--- src/rtl/coproc_sequencer.sv ---
// Control sequencer for the matrix coprocessor: accepts decoded instructions,
// runs memory read/write and ALU start/done transactions, and reports status.
module coproc_sequencer #(
   parameter int ALU_TIMEOUT = 1024,
   parameter int DATA_W      = 16,
   parameter int ADDR_W      = 8
) (
   input  logic              clk,
   input  logic              rst_n,
   input  logic              instr_valid,
   output logic              instr_ready,
   input  logic [3:0]        dec_opcode,
   input  logic [ADDR_W-1:0] dec_adrs,
   input  logic [DATA_W-1:0] dec_data,
   output logic [ADDR_W-1:0] mem_addr,
   output logic [DATA_W-1:0] mem_wdata,
   output logic              mem_we,
   output logic              mem_re,
   input  logic [DATA_W-1:0] mem_rdata,
   output logic              alu_start,
   output logic [2:0]        alu_op,
   output logic [DATA_W-1:0] alu_scalar,
   input  logic              alu_done,
   input  logic              alu_overflow,
   output logic [DATA_W-1:0] result,
   output logic              result_valid,
   output logic              instr_done,
   output logic              busy,
   output logic              err_timeout,
   output logic              err_overflow
);

   typedef enum logic [2:0] {
      ST_INIT, ST_IDLE, ST_MEM_RD, ST_MEM_WAIT,
      ST_MEM_WR, ST_ALU_START, ST_ALU_WAIT, ST_DONE
   } state_t;

   localparam int               CNT_W    = $clog2(ALU_TIMEOUT);
   localparam logic [CNT_W-1:0] CNT_LAST = CNT_W'(ALU_TIMEOUT - 1);

   state_t              r_state;
   state_t              w_next;
   logic                w_accept;
   logic [CNT_W-1:0]    r_cnt;
   logic [ADDR_W-1:0]   r_addr;
   logic [DATA_W-1:0]   r_wdata;
   logic [2:0]          r_alu_op;
   logic [DATA_W-1:0]   r_scalar;
   logic [DATA_W-1:0]   r_result;
   logic                r_result_valid;
   logic                r_err_timeout;
   logic                r_err_overflow;

   assign w_accept = (r_state == ST_IDLE) && instr_valid;

   // NOTE: sequential state uses non-blocking assignments so every register
   // samples pre-edge values regardless of block ordering.
   always_ff @(posedge clk or negedge rst_n) begin
      if (!rst_n) r_state <= ST_INIT;
      else        r_state <= w_next;
   end

   // NOTE: w_next gets its default first so no path through the case infers a latch.
   always_comb begin
      w_next = r_state;
      case (r_state)
         ST_INIT:      w_next = ST_IDLE;
         ST_IDLE: begin
            if (instr_valid) begin
               if (dec_opcode[3]) begin
                  w_next = ST_DONE;
               end else begin
                  case (dec_opcode[2:0])
                     3'd0:    w_next = ST_DONE;
                     3'd1:    w_next = ST_MEM_RD;
                     3'd2:    w_next = ST_MEM_WR;
                     default: w_next = ST_ALU_START;
                  endcase
               end
            end
         end
         ST_MEM_RD:    w_next = ST_MEM_WAIT;
         ST_MEM_WAIT:  w_next = ST_DONE;
         ST_MEM_WR:    w_next = ST_DONE;
         ST_ALU_START: w_next = ST_ALU_WAIT;
         ST_ALU_WAIT:  if (alu_done || (r_cnt == CNT_LAST)) w_next = ST_DONE;
         ST_DONE:      w_next = ST_IDLE;
         default:      w_next = ST_INIT;
      endcase
   end

   // Address, write data and ALU op only load for the instruction that uses
   // them, so they hold their last values across unrelated instructions.
   always_ff @(posedge clk or negedge rst_n) begin
      if (!rst_n) begin
         r_cnt          <= '0;
         r_addr         <= '0;
         r_wdata        <= '0;
         r_alu_op       <= '0;
         r_scalar       <= '0;
         r_result       <= '0;
         r_result_valid <= 1'b0;
         r_err_timeout  <= 1'b0;
         r_err_overflow <= 1'b0;
      end else begin
         r_result_valid <= (r_state == ST_MEM_WAIT);
         case (r_state)
            ST_IDLE: begin
               if (w_accept) begin
                  r_err_timeout  <= 1'b0;
                  r_err_overflow <= 1'b0;
                  if (dec_opcode[3]) begin
                     r_scalar <= dec_data;
                  end else begin
                     case (dec_opcode[2:0])
                        3'd0: ;
                        3'd1: r_addr <= dec_adrs;
                        3'd2: begin
                           r_addr  <= dec_adrs;
                           r_wdata <= dec_data;
                        end
                        default: r_alu_op <= dec_opcode[2:0];
                     endcase
                  end
               end
            end
            ST_MEM_WAIT:  r_result <= mem_rdata;
            ST_ALU_START: r_cnt <= '0;
            ST_ALU_WAIT: begin
               // A done coincident with the last counted cycle takes priority.
               if (alu_done)                r_err_overflow <= alu_overflow;
               else if (r_cnt == CNT_LAST)  r_err_timeout  <= 1'b1;
               else                         r_cnt          <= r_cnt + 1'b1;
            end
            default: ;
         endcase
      end
   end

   assign instr_ready  = (r_state == ST_IDLE);
   assign busy         = (r_state != ST_IDLE) && (r_state != ST_INIT);
   assign mem_re       = (r_state == ST_MEM_RD);
   assign mem_we       = (r_state == ST_MEM_WR);
   assign alu_start    = (r_state == ST_ALU_START);
   assign instr_done   = (r_state == ST_DONE);
   assign mem_addr     = r_addr;
   assign mem_wdata    = r_wdata;
   assign alu_op       = r_alu_op;
   assign alu_scalar   = r_scalar;
   assign result       = r_result;
   assign result_valid = r_result_valid;
   assign err_timeout  = r_err_timeout;
   assign err_overflow = r_err_overflow;

endmodule

--- config.mk ---
export PLATFORM = sky130hd
export DESIGN_NAME = coproc_sequencer
export DESIGN_NICKNAME = d
export VERILOG_FILES = /design/src/rtl/coproc_sequencer.sv
export SDC_FILE = /design/constraint.sdc
export NUM_CORES = 1
export LEC_CHECK = 0
export CAP_MARGIN = 10
export CORE_MARGIN = 4
export CORE_UTILIZATION = 45
export DETAILED_ROUTE_END_ITERATION = 7
export PLACE_DENSITY = 0.91
export SYNTH_ARGS = -nofsm -noshare
export SYNTH_HDL_FRONTEND = slang
export SYNTH_SLANG_ARGS = --single-unit
--- constraint.sdc ---
create_clock -name clk -period 2.1 [get_ports clk]
set_clock_uncertainty 0.15 [all_clocks]
set_input_delay 0.42 -clock clk [delete_from_list [all_inputs] [get_ports clk]]
set_output_delay 0.42 -clock clk [all_outputs]
set_load 0.01 [all_outputs]
* Word level (Yosys, flattened, before mapping)
Index checks and enable logic that the tools add are counted.
** Operators by class
- Add/subtract/negate cells :: 1
- Muxes and demuxes :: 14
- Eq/ne operators :: 18
- Reduce and logical (&&, ||, !) cells :: 20
- Bitwise operators :: 2
** Operators by type and width (number)
- 10-bit two-way mux :: 2
- 10-bit case mux with 2 select lines :: 1
- 3-bit case mux with 6 select lines :: 1
- 4-bit AND reduction :: 4
- 3-bit equality test, second input constant :: 4
- 2-bit inequality test, second input constant :: 6
- 10-bit by 1-bit adder with 10-bit output, second input constant :: 1
- 10-bit equality test, second input constant :: 1
- 3-bit by 2-bit equality test with 1-bit output, second input constant :: 3
- 3-bit two-way mux :: 3
- 3-bit case mux with 3 select lines :: 1
- 3-bit AND reduction :: 3
- 3-bit by 1-bit equality test with 1-bit output, second input constant :: 2
- 3-bit zero test :: 2
- 2-bit OR reduction :: 3
- 1-bit two-way mux :: 4
- 1-bit case mux with 2 select lines :: 2
- 2-bit nonzero test :: 2
- 3-bit by 1-bit inequality test with 1-bit output, second input constant :: 1
- 3-bit nonzero test :: 1
- 3-bit OR reduction :: 1
- 1-bit logical AND :: 2
- 2-bit by 1-bit inequality test with 1-bit output, second input constant :: 1
- 1-bit NOT :: 2
- other kinds (2) :: 2
** Word-level totals
- Register bits :: 75
- Word-level logic and storage cells :: 65
- Input bits :: 49
- Output and inout port bits :: 68

* Depth between registers and ports, before layout
Gate-level depths: netlist of run 1.
- Word-level depth :: 5
- Depth in mapped cells :: 6
- Mapped depth without buffers :: 5

* Worst setup path after synthesis of run 1
OpenSTA, ideal clock, no wires.
- Path kind :: flip-flop to flip-flop
- Start :: reg r_state[2]
- End :: reg r_wdata[10], in the netlist mem_wdata[10]
- Clock period less this slack :: 1.717 ns
- Data required time :: 1.825 ns
- Path buffers :: 3
- Stages on the path, launching flop included :: 7
- Data arrival time :: 1.441 ns
- Setup slack :: 0.383 ns
- Setup time :: 0.125 ns
- Path through :: dfrtp_1 > buf_2 > and4bb_1 > buf_4 > nand2_4 > buf_6 > mux2_4
** On the way
- Longest elaborated chain between the ends :: 3
** RTL lines
- start, declared :: line 41 : state_t r_state;
- start signal, assigned :: line 60 : else r_state <= w_next;
- 3-bit by 1-bit equality test with 1-bit output * :: line 54, 107
- 1-bit logical AND :: line 54 : assign w_accept = (r_state == ST_IDLE) && instr_valid;
- 4-bit AND reduction (no line) *
- end signal, assigned :: line 120 : r_wdata <= dec_data;
- end, declared :: line 46 : logic [DATA_W-1:0] r_wdata;
Every way passes the cells marked *; elsewhere a longest branch is shown, timed or not.
A chain may end at the register's enable or synchronous reset.

* Final worst setup path of run 1
- Start :: reg r_state[0]
- End :: out instr_done
** On the way
- Longest elaborated chain between the ends :: 1
** RTL lines
- 3-bit equality test :: line 145 : assign instr_done = (r_state == ST_DONE);
- end, declared :: line 27 : output logic instr_done,
No other way between the ends.

==> results of run 1 <==
-- routing by layer --
layer | wire, um | vias up
met2 | 4420 | 108
met5 | 0 | -
met1 | 3240 | 1284
met4 | 177 | 0
li1 | - | 1190
met3 | 596 | 14
-- kinds of logic (layout without fill, tap and decap cells) --
group	Yosys count	after routing	synth area share, %
compound gates	32	32	6.57
xor+xnor	1	1	0.270
fa+ha+maj	1	1	0.386
buf+inv	14	153	2.66
flops	75	75	57.9
mux	41	41	16.5
simple gates	101	101	15.6
-- Yosys cell counts, drive strengths merged, types with 2 or more instances --
| library cell | instances | area, um^2 |
|---|---|---|
| dfrtp | 75 | 1880 |
| nor2b | 2 | 12.5 |
| and3 | 4 | 25.0 |
| a21oi | 6 | 30.0 |
| buf | 8 | 63.8 |
| o211ai | 2 | 15.0 |
| nor3b | 2 | 15.0 |
| and4bb | 2 | 25.0 |
| nand4 | 2 | 12.5 |
| a22oi | 2 | 15.0 |
| o21ai | 10 | 50.1 |
| nand3 | 7 | 35.0 |
| mux2 | 40 | 526 |
| nand2 | 64 | 258 |
| o31ai | 2 | 28.8 |
| nor3 | 2 | 10.0 |
| nor2 | 4 | 15.0 |
| a21o | 2 | 15.0 |
| a31oi | 5 | 31.3 |
| nand2b | 3 | 21.3 |
| inv | 4 | 15.0 |
| nand3b | 2 | 15.0 |
-- cell usage in the layout (no fill, tap or decap), types with 5 or more instances in the layout --
cell type / netlist / routed
a21oi_1: 6 / 6
nand2_1: 61 / 61
dfrtp_1: 75 / 72
clkbuf_8: 0 / 9
dlygate4sd2_1: 0 / 6
a31oi_1: 5 / 5
mux2_4: 20 / 20
clkdlybuf4s50_1: 0 / 109
nand3_1: 7 / 7
mux2_2: 20 / 20
o21ai_0: 10 / 10
buf_4: 2 / 15
-- where the power goes --
part | switching (uW) | internal [uW] | total, uW
logic | 1110 | 1560 | 2670
clock network | 525 | 551 | 1080
registers | 366 | 2000 | 2370
total | 2010 | 4110 | 6110
-- how the worst max path moves through the flow --
stage,from,end,slack (ps),depth (start not counted)
6_report,r_state[0],instr_done,70,3
5_1_grt,r_state[0],instr_done,20,3
4_1_cts,r_state[0],instr_done,60,3
3_5_place_dp,dec_opcode[0],mem_wdata[6],-150,4
3_3_place_gp,dec_opcode[0],mem_wdata[10],-90,4
2_1_floorplan,r_state[2],mem_wdata[10],380,6
-- per-stage QoR --
step,setup slack [ps],area (um^2),TNS [ps],std cells
floorplan,383,3240,0,265
global placement,-93.8,4550,-2220,480
detailed placement,-145,4550,-3280,480
CTS,62.7,4770,0,498
global route,15.4,4780,0,500
finish,74.4,4780,0,500
-- tightest hold or removal path, stage by stage, from the launching register on --
cell and delay (ps):
dfrtp_1 340, nand2_1 50, nand2_1 50
-- area by class of cell --
| cell class | instances | area (um^2) |
|---|---|---|
| fillers | 521 | 2120 |
| flip-flops and latches | 75 | 1880 |
| multi-input cells | 176 | 1290 |
| repair buffers | 132 | 1290 |
| clock buffers | 10 | 128 |
| well taps | 96 | 120 |
| clock inverters | 6 | 65.1 |
| inverters | 5 | 18.8 |
-- repair_timing --
item	4_1_cts	5_1_grt
buffers inserted	1	2
hold buffers	1	0
pin swaps	0	1
resized for setup	12	0
hold endpoints to repair	32	0
endpoints found under the setup margin	6	4
-- sequential cells by signal, summed over array words and instances, names as in the netlist --
name	flops
err_timeout	1
result	16
alu_op	3
alu_scalar	16
result_valid	1
r_cnt	10
mem_wdata	16
r_state	3
err_overflow	1
mem_addr	8
==> metrics, run 1 <==
Final GP Congestion 0.876; Post-Syn Area 0.00324 mm^2; CP Class flip-flop to primary output; Hold Path Sink result[5]; CTS tree done; Slew Limit Fails 0; core area 0.00691 mm^2; Nets 449; synthesized net count 315; DRT iter0 DRCs 104; WHS Path Cells 2; Final Cycle Share 96.5%; reg2reg end mem_wdata[6]; vias per cell 5.19; ys flop type dfrtp_1; register area share after synthesis 57.9%; synthesized area per cell 12.2 um^2; RSZ-0062 raised after global routing false; status complete, no violations; clk buf depth 2; layout cell share with drive strength beyond 1 20.5%; CTS Buf Count 9; antenna violations before repair 0; first-pass GRT wire length 13500 um; Final Hold Viols 0; detailed-route wire length per cell 16.9 um; I/O pin total 117; Area Growth Syn to Fin 47.7%; Final setup viols 0; Seq cells post-synth 75; Synth Instances 265; die area 0.00862 mm^2; Diodes inserted 0; row cnt 30; Worst Setup Start Kind flip-flop; overall routed net length 8440 um; Post-synth EDFFs 0; asr flop ratio synth 100%; Critical path buffers and inverters 2; max cap viols 0; power per standard cell area 1280 mW/mm^2; startpoint of the worst hold path result[5]; Worst path slowest cell dfrtp_2; VDD IR max 0.000817 V; Critical Path RT 1530 ps; fin crit period 2030 ps; DR DRC count 0; Leakage 0.00227 uW; most used routing layer met2; met2 Usage GRT 34.7%; GR Layer Usage met1 23.1%; Netlist cell types 45; CP endpoint kind primary output; WHS 323 ps; crit-path max cell delay 460 ps; largest net degree at the start of global routing 44; worst-margin pin slew 479 ps; CP arrival 1460 ps; hold crit path type flip-flop to flip-flop; yosys warns 0; Worst-path clk slew 80 ps; total gr overflow 0; Post-Route Utilization 69.3%; chip width 92.8 um; GRT Resource Usage Total 20.0%; root buffer selected by CTS clkbuf_8; RR Startpoint r_state[1]; delay-heaviest family, CP buffers and inverters; drt first pass iters 4; Power, Total 6110 uW; Clock Sinks 75; H-tree levels 3; vias 2596; Fmax 494 MHz; worst-path maximum fanout 7; relative slew slack 67.8%; via count of the first global-routing pass 2765; initial core utilization 46.9%; grt met3 use 5.12%; die span in y 92.8 um; crit-path cells buf_4 -> and3_1 -> dlygate4sd2_1; DRT antenna net count 0; clk_lat worst skew 340 ps; R2R Setup Slk 200 ps; Worst R2R Path Depth 5; # port buffers 116; DP HPWL 6170 um
(Power assumes the default switching activity.)
==> run 2, diff against run 1 <==
- PLACE_DENSITY: 0.91 -> default
- PLACE_DENSITY_LB_ADDON: default -> 0.12
==> run 2 against run 1 <==
Compared with the run above: clock-buffer cell count grew 1; register-to-register slack improved by 20 ps; largest cell class unchanged; critical path type unchanged; non-clock buffer count rose by 11.
==> metrics, run 2 (same netlist as run 1, synthesis figures left out) <==
Worst path slowest cell dfrtp_1; CTS Buf Count 9; row cnt 30; CP endpoint kind primary output; VDD IR max 0.000682 V; Worst-path clk slew 80 ps; placed cell areas 0.00466 mm^2; Critical Path RT 1530 ps; die span in y 92.8 um; filler instances 543; Design Area, Final 0.00490 mm^2; detailed-route wire length per cell 15.1 um; Critical path buffers and inverters 3; worst-margin pin slew 470 ps; CP arrival 1390 ps; DRT iter0 DRCs 145; DP HPWL 5700 um; fin crit period 1960 ps; Fmax 511 MHz; TNS Setup 0 ps; P_int 4250 uW; max cap viols 0; Slew Limit Fails 0; power share of the combinational group 43.4%; WHS 326 ps; RSZ-0062 raised after global routing false; Leakage 0.00233 uW; overall routed net length 7730 um; root buffer selected by CTS clkbuf_8; delay-heaviest family, CP buffers and inverters; Seq pwr share 37.5%; crit-path cells buf_4 -> nor2_1 -> inv_1 -> dlygate4sd2_1; GRT Resource Usage Total 18.9%; chip width 92.8 um; Clock Sinks 75; Clock power frac 19.1%; CP Class flip-flop to primary output; clk_lat worst skew 330 ps; hold crit path type flip-flop to flip-flop; Nets 460; switching share of power 31.1%; I/O pin total 117; Final Hold Viols 0; vias 2531; crit-path max cell delay 420 ps; Final setup viols 0; Multi-input gate area 0.00129 mm^2; largest net degree at the start of global routing 38; Worst Setup Start Kind flip-flop; Power, Total 6170 uW; H-tree levels 3; most common cell after layout, fill and taps aside clkdlybuf4s50_1; drt first pass iters 4; antenna violations before repair 0; initial core utilization 46.9%; Area Growth Syn to Fin 51.1%; Final Cycle Share 93.2%; power per standard cell area 1260 mW/mm^2; CTS tree done; worst-path maximum fanout 4; relative slew slack 68.7%; DR DRC count 0; Final GP Congestion 0.823; total gr overflow 0; net switching power 1920 uW; layout cell share with drive strength beyond 1 22.2%; register area 0.00188 mm^2; Diodes inserted 0; clk buf depth 2; die area 0.00862 mm^2; most frequent cells in the layout clkdlybuf4s50_1 (109), dfrtp_1 (74), nand2_1 (61); via count of the first global-routing pass 2612; status complete, no violations; first-pass GRT wire length 12900 um; core area 0.00691 mm^2; vias per cell 4.95; # port buffers 116; DRT antenna net count 0
==> run 2: cell types whose count changed in the layout (fill, tap and decap cells not counted), sizes merged <==
cell | before | now
clkinv | 4 | 3
inv | 5 | 4
clkbuf | 10 | 11
buf | 16 | 27
bufinv | 1 | 2
==> run 2: power by group through the flow <==
stage	registers [uW]	logic (uW)	clock network [uW]
final	2310	2680	1180
after global routing	2400	2890	1280
after CTS	2310	2700	1210
after detailed placement	2320	2720	0
after global placement	2320	2670	0
after floorplan	2520	964	0
==> run 2: area by class of cell <==
type                    count  area share (%)
inverters                   5           0.383
clock buffers              11            2.68
repair buffers            143            28.2
multi-input cells         176            26.3
clock inverters             5            1.58
well taps                  96            2.45
flip-flops and latches     75            38.4
==> run 2: stage by stage <==
stage | setup WS (ps) | std cells | utilization, %
finish | 142 | 511 | 70.9
CTS | 90.7 | 509 | 70.5
global placement | -146 | 492 | 67.4
floorplan | 383 | 265 | -
detailed placement | -183 | 492 | 67.4
global route | 17.0 | 511 | 70.9
==> run 2: what timing repair did <==
action                     in CTS  in global routing
hold buffers                    1                  0
hold endpoints to repair       33                  0
pin swaps                       0                  1
setup buffers                   0                  2
gates resized for setup         8                  2
setup endpoints to repair       6                  6
==> run 2: path summary, 6_finish.rpt <==
| check | start | endpoint | slack [ps] | cells after the start |
|---|---|---|---|---|
| setup / recovery | r_state[1] | busy | 140 | 4 |
| hold / removal | result[8] | result[8] | 330 | 2 |
| setup reg to reg | r_cnt[0] | r_cnt[0] | 220 | 7 |
| hold reg to reg | result[8] | result[8] | 330 | 2 |
| max in group asynchronous | rst_n | r_cnt[0] | 830 | 3 |
| min in group asynchronous | rst_n | r_cnt[7] | 430 | 2 |
==> run 2: metal layers <==
layer	share of wire, %	up-vias	GRT usage, %	wire length (um)
met4	1.5	0	7.33	116
met5	0	-	0	0
li1	-	1216	-	-
met3	7.9	8	6.09	614
met2	47	83	28.3	3610
met1	44	1224	25.6	3380
==> run 2: worst min-delay path, cell delays in order, from the launching register on <==
cell and delay [ps]:
dfrtp_1 340, nand2_1 50, nand2_1 60
